**src/rtl/ex_stage.sv**
```systemverilog
// EX stage of the 5-stage MIPS pipeline: ALU control, ALU, branch-target adder, dest-reg mux,
// and the EX/MEM pipeline register with stall (hold) and flush (bubble) control.
module ex_stage #(
    parameter int unsigned DW      = 32,
    parameter int unsigned RW      = 5,
    parameter int unsigned IDEX_W  = 2 + 3 + 4 + 3 * DW + DW + 2 * RW,
    parameter int unsigned EXMEM_W = 2 + 3 + DW + DW + 1 + RW
) (
    input  logic               clk,
    input  logic               reset,
    input  logic               id_ex_valid,
    input  logic [IDEX_W-1:0]  id_ex_bundle,
    input  logic               stall,
    input  logic               flush,
    output logic               ex_mem_valid,
    output logic [EXMEM_W-1:0] ex_mem_bundle,
    output logic [DW-1:0]      ex_mem_wdata
);

    localparam int unsigned RdLsb  = 0;
    localparam int unsigned RtLsb  = RW;
    localparam int unsigned ImmLsb = 2 * RW;
    localparam int unsigned RtdLsb = ImmLsb + DW;
    localparam int unsigned RsdLsb = RtdLsb + DW;
    localparam int unsigned PcLsb  = RsdLsb + DW;
    localparam int unsigned ExLsb  = PcLsb + DW;
    localparam int unsigned MLsb   = ExLsb + 4;
    localparam int unsigned WbLsb  = MLsb + 3;

    typedef enum logic [2:0] {
        AluAdd,
        AluSub,
        AluAnd,
        AluOr,
        AluNor,
        AluSlt,
        AluZero
    } alu_op_e;

    // ID/EX field decode
    logic [1:0]    wb_in;
    logic [2:0]    m_in;
    logic          reg_dst;
    logic [1:0]    alu_op_sel;
    logic          alu_src;
    logic [DW-1:0] pc_plus4;
    logic [DW-1:0] rs_data;
    logic [DW-1:0] rt_data;
    logic [DW-1:0] imm_sext;
    logic [RW-1:0] rt_idx;
    logic [RW-1:0] rd_idx;
    logic [5:0]    funct;

    assign wb_in      = id_ex_bundle[WbLsb +: 2];
    assign m_in       = id_ex_bundle[MLsb +: 3];
    assign reg_dst    = id_ex_bundle[ExLsb + 3];
    assign alu_op_sel = id_ex_bundle[ExLsb + 1 +: 2];
    assign alu_src    = id_ex_bundle[ExLsb];
    assign pc_plus4   = id_ex_bundle[PcLsb +: DW];
    assign rs_data    = id_ex_bundle[RsdLsb +: DW];
    assign rt_data    = id_ex_bundle[RtdLsb +: DW];
    assign imm_sext   = id_ex_bundle[ImmLsb +: DW];
    assign rt_idx     = id_ex_bundle[RtLsb +: RW];
    assign rd_idx     = id_ex_bundle[RdLsb +: RW];
    assign funct      = imm_sext[5:0];

    // ALU control
    alu_op_e alu_op;

    always_comb begin
        alu_op = AluZero;
        unique case (alu_op_sel)
            2'b00: alu_op = AluAdd;
            2'b01: alu_op = AluSub;
            2'b11: alu_op = AluOr;
            2'b10: begin
                case (funct)
                    6'b100000: alu_op = AluAdd;
                    6'b100010: alu_op = AluSub;
                    6'b100100: alu_op = AluAnd;
                    6'b100101: alu_op = AluOr;
                    6'b100111: alu_op = AluNor;
                    6'b101010: alu_op = AluSlt;
                    default:   alu_op = AluZero;
                endcase
            end
            default: alu_op = AluZero;
        endcase
    end

    // ALU datapath
    logic [DW-1:0] op_a;
    logic [DW-1:0] op_b;
    logic [DW-1:0] alu_result;
    logic          alu_zero;
    logic [DW-1:0] branch_target;
    logic [RW-1:0] dest_reg;

    assign op_a = rs_data;
    assign op_b = alu_src ? imm_sext : rt_data;

    always_comb begin
        alu_result = '0;
        unique case (alu_op)
            AluAdd:  alu_result = op_a + op_b;
            AluSub:  alu_result = op_a - op_b;
            AluAnd:  alu_result = op_a & op_b;
            AluOr:   alu_result = op_a | op_b;
            AluNor:  alu_result = ~(op_a | op_b);
            AluSlt:  alu_result = {{(DW-1){1'b0}}, ($signed(op_a) < $signed(op_b))};
            default: alu_result = '0;
        endcase
    end

    assign alu_zero      = (alu_result == '0);
    assign branch_target = pc_plus4 + {imm_sext[DW-3:0], 2'b00};
    assign dest_reg      = reg_dst ? rd_idx : rt_idx;

    // EX/MEM pipeline register
    logic          valid_q,  valid_d;
    logic [1:0]    wb_q,     wb_d;
    logic [2:0]    m_q,      m_d;
    logic [DW-1:0] target_q, target_d;
    logic [DW-1:0] result_q, result_d;
    logic          zero_q,   zero_d;
    logic [RW-1:0] dest_q,   dest_d;
    logic [DW-1:0] wdata_q,  wdata_d;

    // Priority: flush beats stall beats normal load
    always_comb begin
        valid_d  = valid_q;
        wb_d     = wb_q;
        m_d      = m_q;
        target_d = target_q;
        result_d = result_q;
        zero_d   = zero_q;
        dest_d   = dest_q;
        wdata_d  = wdata_q;
        if (flush) begin
            valid_d  = 1'b0;
            wb_d     = '0;
            m_d      = '0;
            target_d = '0;
            result_d = '0;
            zero_d   = 1'b0;
            dest_d   = '0;
            wdata_d  = '0;
        end else if (!stall) begin
            valid_d  = id_ex_valid;
            wb_d     = id_ex_valid ? wb_in : 2'b00;
            m_d      = id_ex_valid ? m_in : 3'b000;
            target_d = branch_target;
            result_d = alu_result;
            zero_d   = alu_zero;
            dest_d   = dest_reg;
            wdata_d  = rt_data;
        end
    end

    always_ff @(posedge clk or negedge reset) begin
        if (!reset) begin
            valid_q  <= 1'b0;
            wb_q     <= '0;
            m_q      <= '0;
            target_q <= '0;
            result_q <= '0;
            zero_q   <= 1'b0;
            dest_q   <= '0;
            wdata_q  <= '0;
        end else begin
            valid_q  <= valid_d;
            wb_q     <= wb_d;
            m_q      <= m_d;
            target_q <= target_d;
            result_q <= result_d;
            zero_q   <= zero_d;
            dest_q   <= dest_d;
            wdata_q  <= wdata_d;
        end
    end

    assign ex_mem_valid  = valid_q;
    assign ex_mem_bundle = {wb_q, m_q, target_q, result_q, zero_q, dest_q};
    assign ex_mem_wdata  = wdata_q;

endmodule
```
**config.mk**
```make
export PLATFORM = sky130hd
export DESIGN_NAME = ex_stage
export DESIGN_NICKNAME = d
export VERILOG_FILES = /design/src/rtl/ex_stage.sv
export SDC_FILE = /design/constraint.sdc
export NUM_CORES = 1
export LEC_CHECK = 0
export BUFFER_PORTS_ARGS = -buffer_cell sky130_fd_sc_hd__buf_2
export CAP_MARGIN = 20
export CORE_MARGIN = 1
export CORE_UTILIZATION = 45
export DETAILED_ROUTE_END_ITERATION = 12
export PLACE_DENSITY = 0.71
export SETUP_SLACK_MARGIN = 0.3
export SLEW_MARGIN = 15
export SYNTH_ARGS = -nofsm -noshare
export SYNTH_HDL_FRONTEND = slang
export SYNTH_SLANG_ARGS = --single-unit
```
**constraint.sdc**
```tcl
create_clock -name clk -period 0.8 [get_ports clk]
set_input_delay 0.08 -clock clk [delete_from_list [all_inputs] [get_ports clk]]
set_output_delay 0.08 -clock clk [all_outputs]
set_load 0.02 [all_outputs]
```
==> metrics.yaml <==
synth_area_mm2: 0.0116
finalMaxSlewViolations: 0
fin_crit_ns: 3.86
wl_met3_um: 5570
path_clk_slew_ns: 0.09
r2r_start: "ex_mem_wdata[10]$_DFFE_PN0P_"
track_usage: 0.389
core_region_area_mm2: 0.0253
setup_slack_ns: -3.06
crit_path_end: "zero_q$_DFFE_PN0P_"
slew_headroom: 0.589
drc: 0
wl_um: 65400
max_freq_mhz: 259
die-area_mm2: 0.0265
cts_tree: "yes"
rsz0062_at_grt: "true"
cts_htree_levels: 3
dpl.hpwl_um: 40500
crit_path_frequent_cell: "a221o_1"
grt_max_degree: 90
max_stage_delay_ns: 0.49
start_util: 0.461
io_buffers: 259
cp_max_fo: 5
max-clock-path-buffers: 2
power.density_mw_per_mm2: 1380
final_nets: 2558
postSynthAreaPerCell_um2: 7.85
crit_chain: "buf_12, mux2i_4, inv_2, ha_4, fa_2, a21o_1, a221o_1, a21o_1, a221o_1, a31o_1, a221o_1, a21oi_2, nand2_2, or4_1, or4_1, o21ai_1"
drt-initial-drc-count: 1525
hold_slack_ns: -0.442
holdCritPathClass: "input port to asynchronous set/reset pin"
clk_latency_ns: 0.38
status: "complete, but fails checks"
cts_inserted_buffers: 9
peakVddDrop_v: 0.00106
synth_ff_type: "dfrtp_1"
cts_num_sinks: 108
grt_overflow: 0
min_period_over_period: 4.83
first_global_vias: 15000
met1Wirelength_um: 22300
grt_pass1_wl_um: 79700
path_class: "input port to register"
antenna_found_initial: 2
via_count: 16300
r2r_end: "ex_mem_wdata[10]$_DFFE_PN0P_"
seq_area_frac_synth: 0.232
path_delay_family: "compound AO/OA/AOI/OAI gates"
crit_slowest_cell: "or4_1"
reg2reg_depth: 2
syn_nets: 1771
finalSetupViolCount: 191
die_w_um: 163
ioPinCount: 260
ff2ff_setup_slack_ns: -0.29
area_delta_synth_final_pct: 79.8
worst_pin_slew_ns: 0.610
start_kind: "input port"
detail-route-antenna-nets: 0
async_flop_share: 1.00
critical_path_buf_inv_count: 2
wl_per_cell_um: 25.1
crit_arrival_ns: 4.17
drtPass1Iterations: 6
p_leak_nw: 10.1
synth_edf_count: 0
path_depth: 16
violations: "negative hold slack, negative setup slack"
gp_congestion: 1.01
ys_types: 82
die_y_um: 163
endpoint_kind: "register"
top_layer: "met4"
drive_gt1_frac: 0.549
yosys_register_bits: 108
hold_violations: 113
cts_root_buffer: "clkbuf_16"
drt-vias-per-instance: 6.25
finalSetupTns_ns: -134.94
required_ns: 1.11
maxCapViolCount: 0
skew_ns: 0
met2_length_um: 30700
fp-row-count: 58
yosysWarnings: 0
critical_path.startpoint: "id_ex_bundle[138]"
synthCells: 1481
cell usage after synthesis, types with 4 or more instances:
master | n | area (µm²)
nand4_1 | 13 | 81.3
or2_2 | 11 | 68.8
a22oi_1 | 27 | 203
a31oi_1 | 12 | 75.1
and2_1 | 9 | 56.3
nor2_1 | 222 | 833
o21ai_0 | 69 | 345
a211o_1 | 13 | 114
a211oi_1 | 22 | 165
a2111oi_0 | 4 | 35.0
o21ai_1 | 7 | 35.0
or3_1 | 6 | 37.5
a221o_1 | 12 | 120
xnor2_1 | 27 | 236
nor3b_1 | 4 | 30.0
a21oi_1 | 140 | 701
o211ai_1 | 10 | 75.1
buf_1 | 15 | 56.3
clkbuf_1 | 63 | 236
mux2i_1 | 89 | 891
nand2b_1 | 8 | 50.1
o21bai_1 | 11 | 82.6
a221oi_1 | 13 | 114
dfrtp_1 | 108 | 2700
nand3_1 | 15 | 75.1
o221ai_1 | 12 | 105
xor2_1 | 8 | 70.1
nand2_1 | 76 | 285
a21o_1 | 31 | 233
o31ai_1 | 8 | 60.1
or4_1 | 5 | 37.5
o22ai_1 | 7 | 43.8
nor4_1 | 12 | 75.1
o21a_1 | 16 | 120
nor3_1 | 33 | 165
nor2b_1 | 23 | 144
o2111ai_1 | 5 | 43.8
buf_2 | 6 | 30.0
inv_1 | 97 | 364
and3_1 | 10 | 62.6
ha_1 | 135 | 1690
power breakdown:
part / total, mW / internal, mW / switching (mW)
registers: 6.34 / 5.96 / 0.388
logic: 17.4 / 8.53 / 8.91
clock network: 4.99 / 2.25 / 2.74
stage by stage:
| stage | setup slack (ns) | total power [mW] | utilization | instance area, µm² | std cells |
|---|---|---|---|---|---|
| 2_1_floorplan | -3.06 | 13.0 | - | 12400 | 1481 |
| 3_3_place_gp | -3.45 | 19.2 | 0.692 | 17500 | 2490 |
| 3_5_place_dp | -3.54 | 19.4 | 0.692 | 17500 | 2490 |
| 4_1_cts | -2.94 | 25.8 | 0.755 | 19100 | 2548 |
| 5_1_grt | -3.18 | 29.6 | 0.828 | 20900 | 2605 |
| 6_report | -3.06 | 28.8 | 0.828 | 20900 | 2606 |
routing by layer:
layer	vias to the layer above	GRT usage
met5	-	0
met4	0	0.257
met3	445	0.0486
met2	1174	0.701
met1	7738	0.428
li1	6924	-
kinds of logic after synthesis:
| family | share of synthesized area |
|---|---|
| XOR/XNOR | 0.0264 |
| buffers and inverters | 0.0607 |
| flip-flops | 0.232 |
| multiplexers | 0.0785 |
| adder cells (fa/ha/maj) | 0.150 |
| AO/OA/AOI/OAI | 0.268 |
| AND/OR/NAND/NOR | 0.184 |
cell type report:
class / count / area [µm²]
diodes: 3 / 7.51
clock buffers: 9 / 225
clock inverters: 7 / 80.1
fillers: 1478 / 4340
inverters: 100 / 375
multi-input cells: 1188 / 9910
flip-flops and latches: 108 / 2840
well taps: 330 / 413
repair buffers: 861 / 7070
placed cells by master, fill, tap and decap left out, types with 14 or more instances in the layout:
cell / count
ha_1: 109
o21a_1: 14
buf_6: 175
nand2_1: 72
nor2b_1: 19
a21oi_2: 53
o21ai_0: 47
inv_1: 93
dfrtp_2: 106
clkbuf_16: 14
nor3_1: 25
buf_4: 522
a21o_1: 29
ha_4: 20
a22oi_1: 24
nor2_1: 205
buf_2: 141
o21ai_1: 15
mux2i_1: 73
a21oi_1: 84
xnor2_1: 19
registers in the layout, summed over array words and instances, names as in the netlist:
| name | count |
|---|---|
| wb_q | 2 |
| zero_q | 1 |
| ex_mem_valid | 1 |
| result_q | 32 |
| m_q | 3 |
| ex_mem_wdata | 32 |
| target_q | 32 |
| dest_q | 5 |
what timing repair did:
action / CTS / global route
endpoints found under the hold margin: 117 / 112
resized for setup: 206 / 366
setup buffers: 42 / 47
gates cloned: 0 / 8
pin swaps: 87 / 106
endpoints found under the setup margin: 216 / 216
worst min-delay path by stage:
stage                                     endpoint  slack (ns)  cells past startpoint
final                     target_q[30]$_DFFE_PN0P_       -0.44                      1
after CTS                 target_q[30]$_DFFE_PN0P_       -0.44                      1
after detailed placement  target_q[30]$_DFFE_PN0P_       -0.05                      1
after global routing      target_q[30]$_DFFE_PN0P_       -0.43                      1
after global placement    target_q[28]$_DFFE_PN0P_       -0.05                      1
after floorplan              dest_q[0]$_DFFE_PN0P_       -0.22                      0
(Power assumes the default switching activity.)
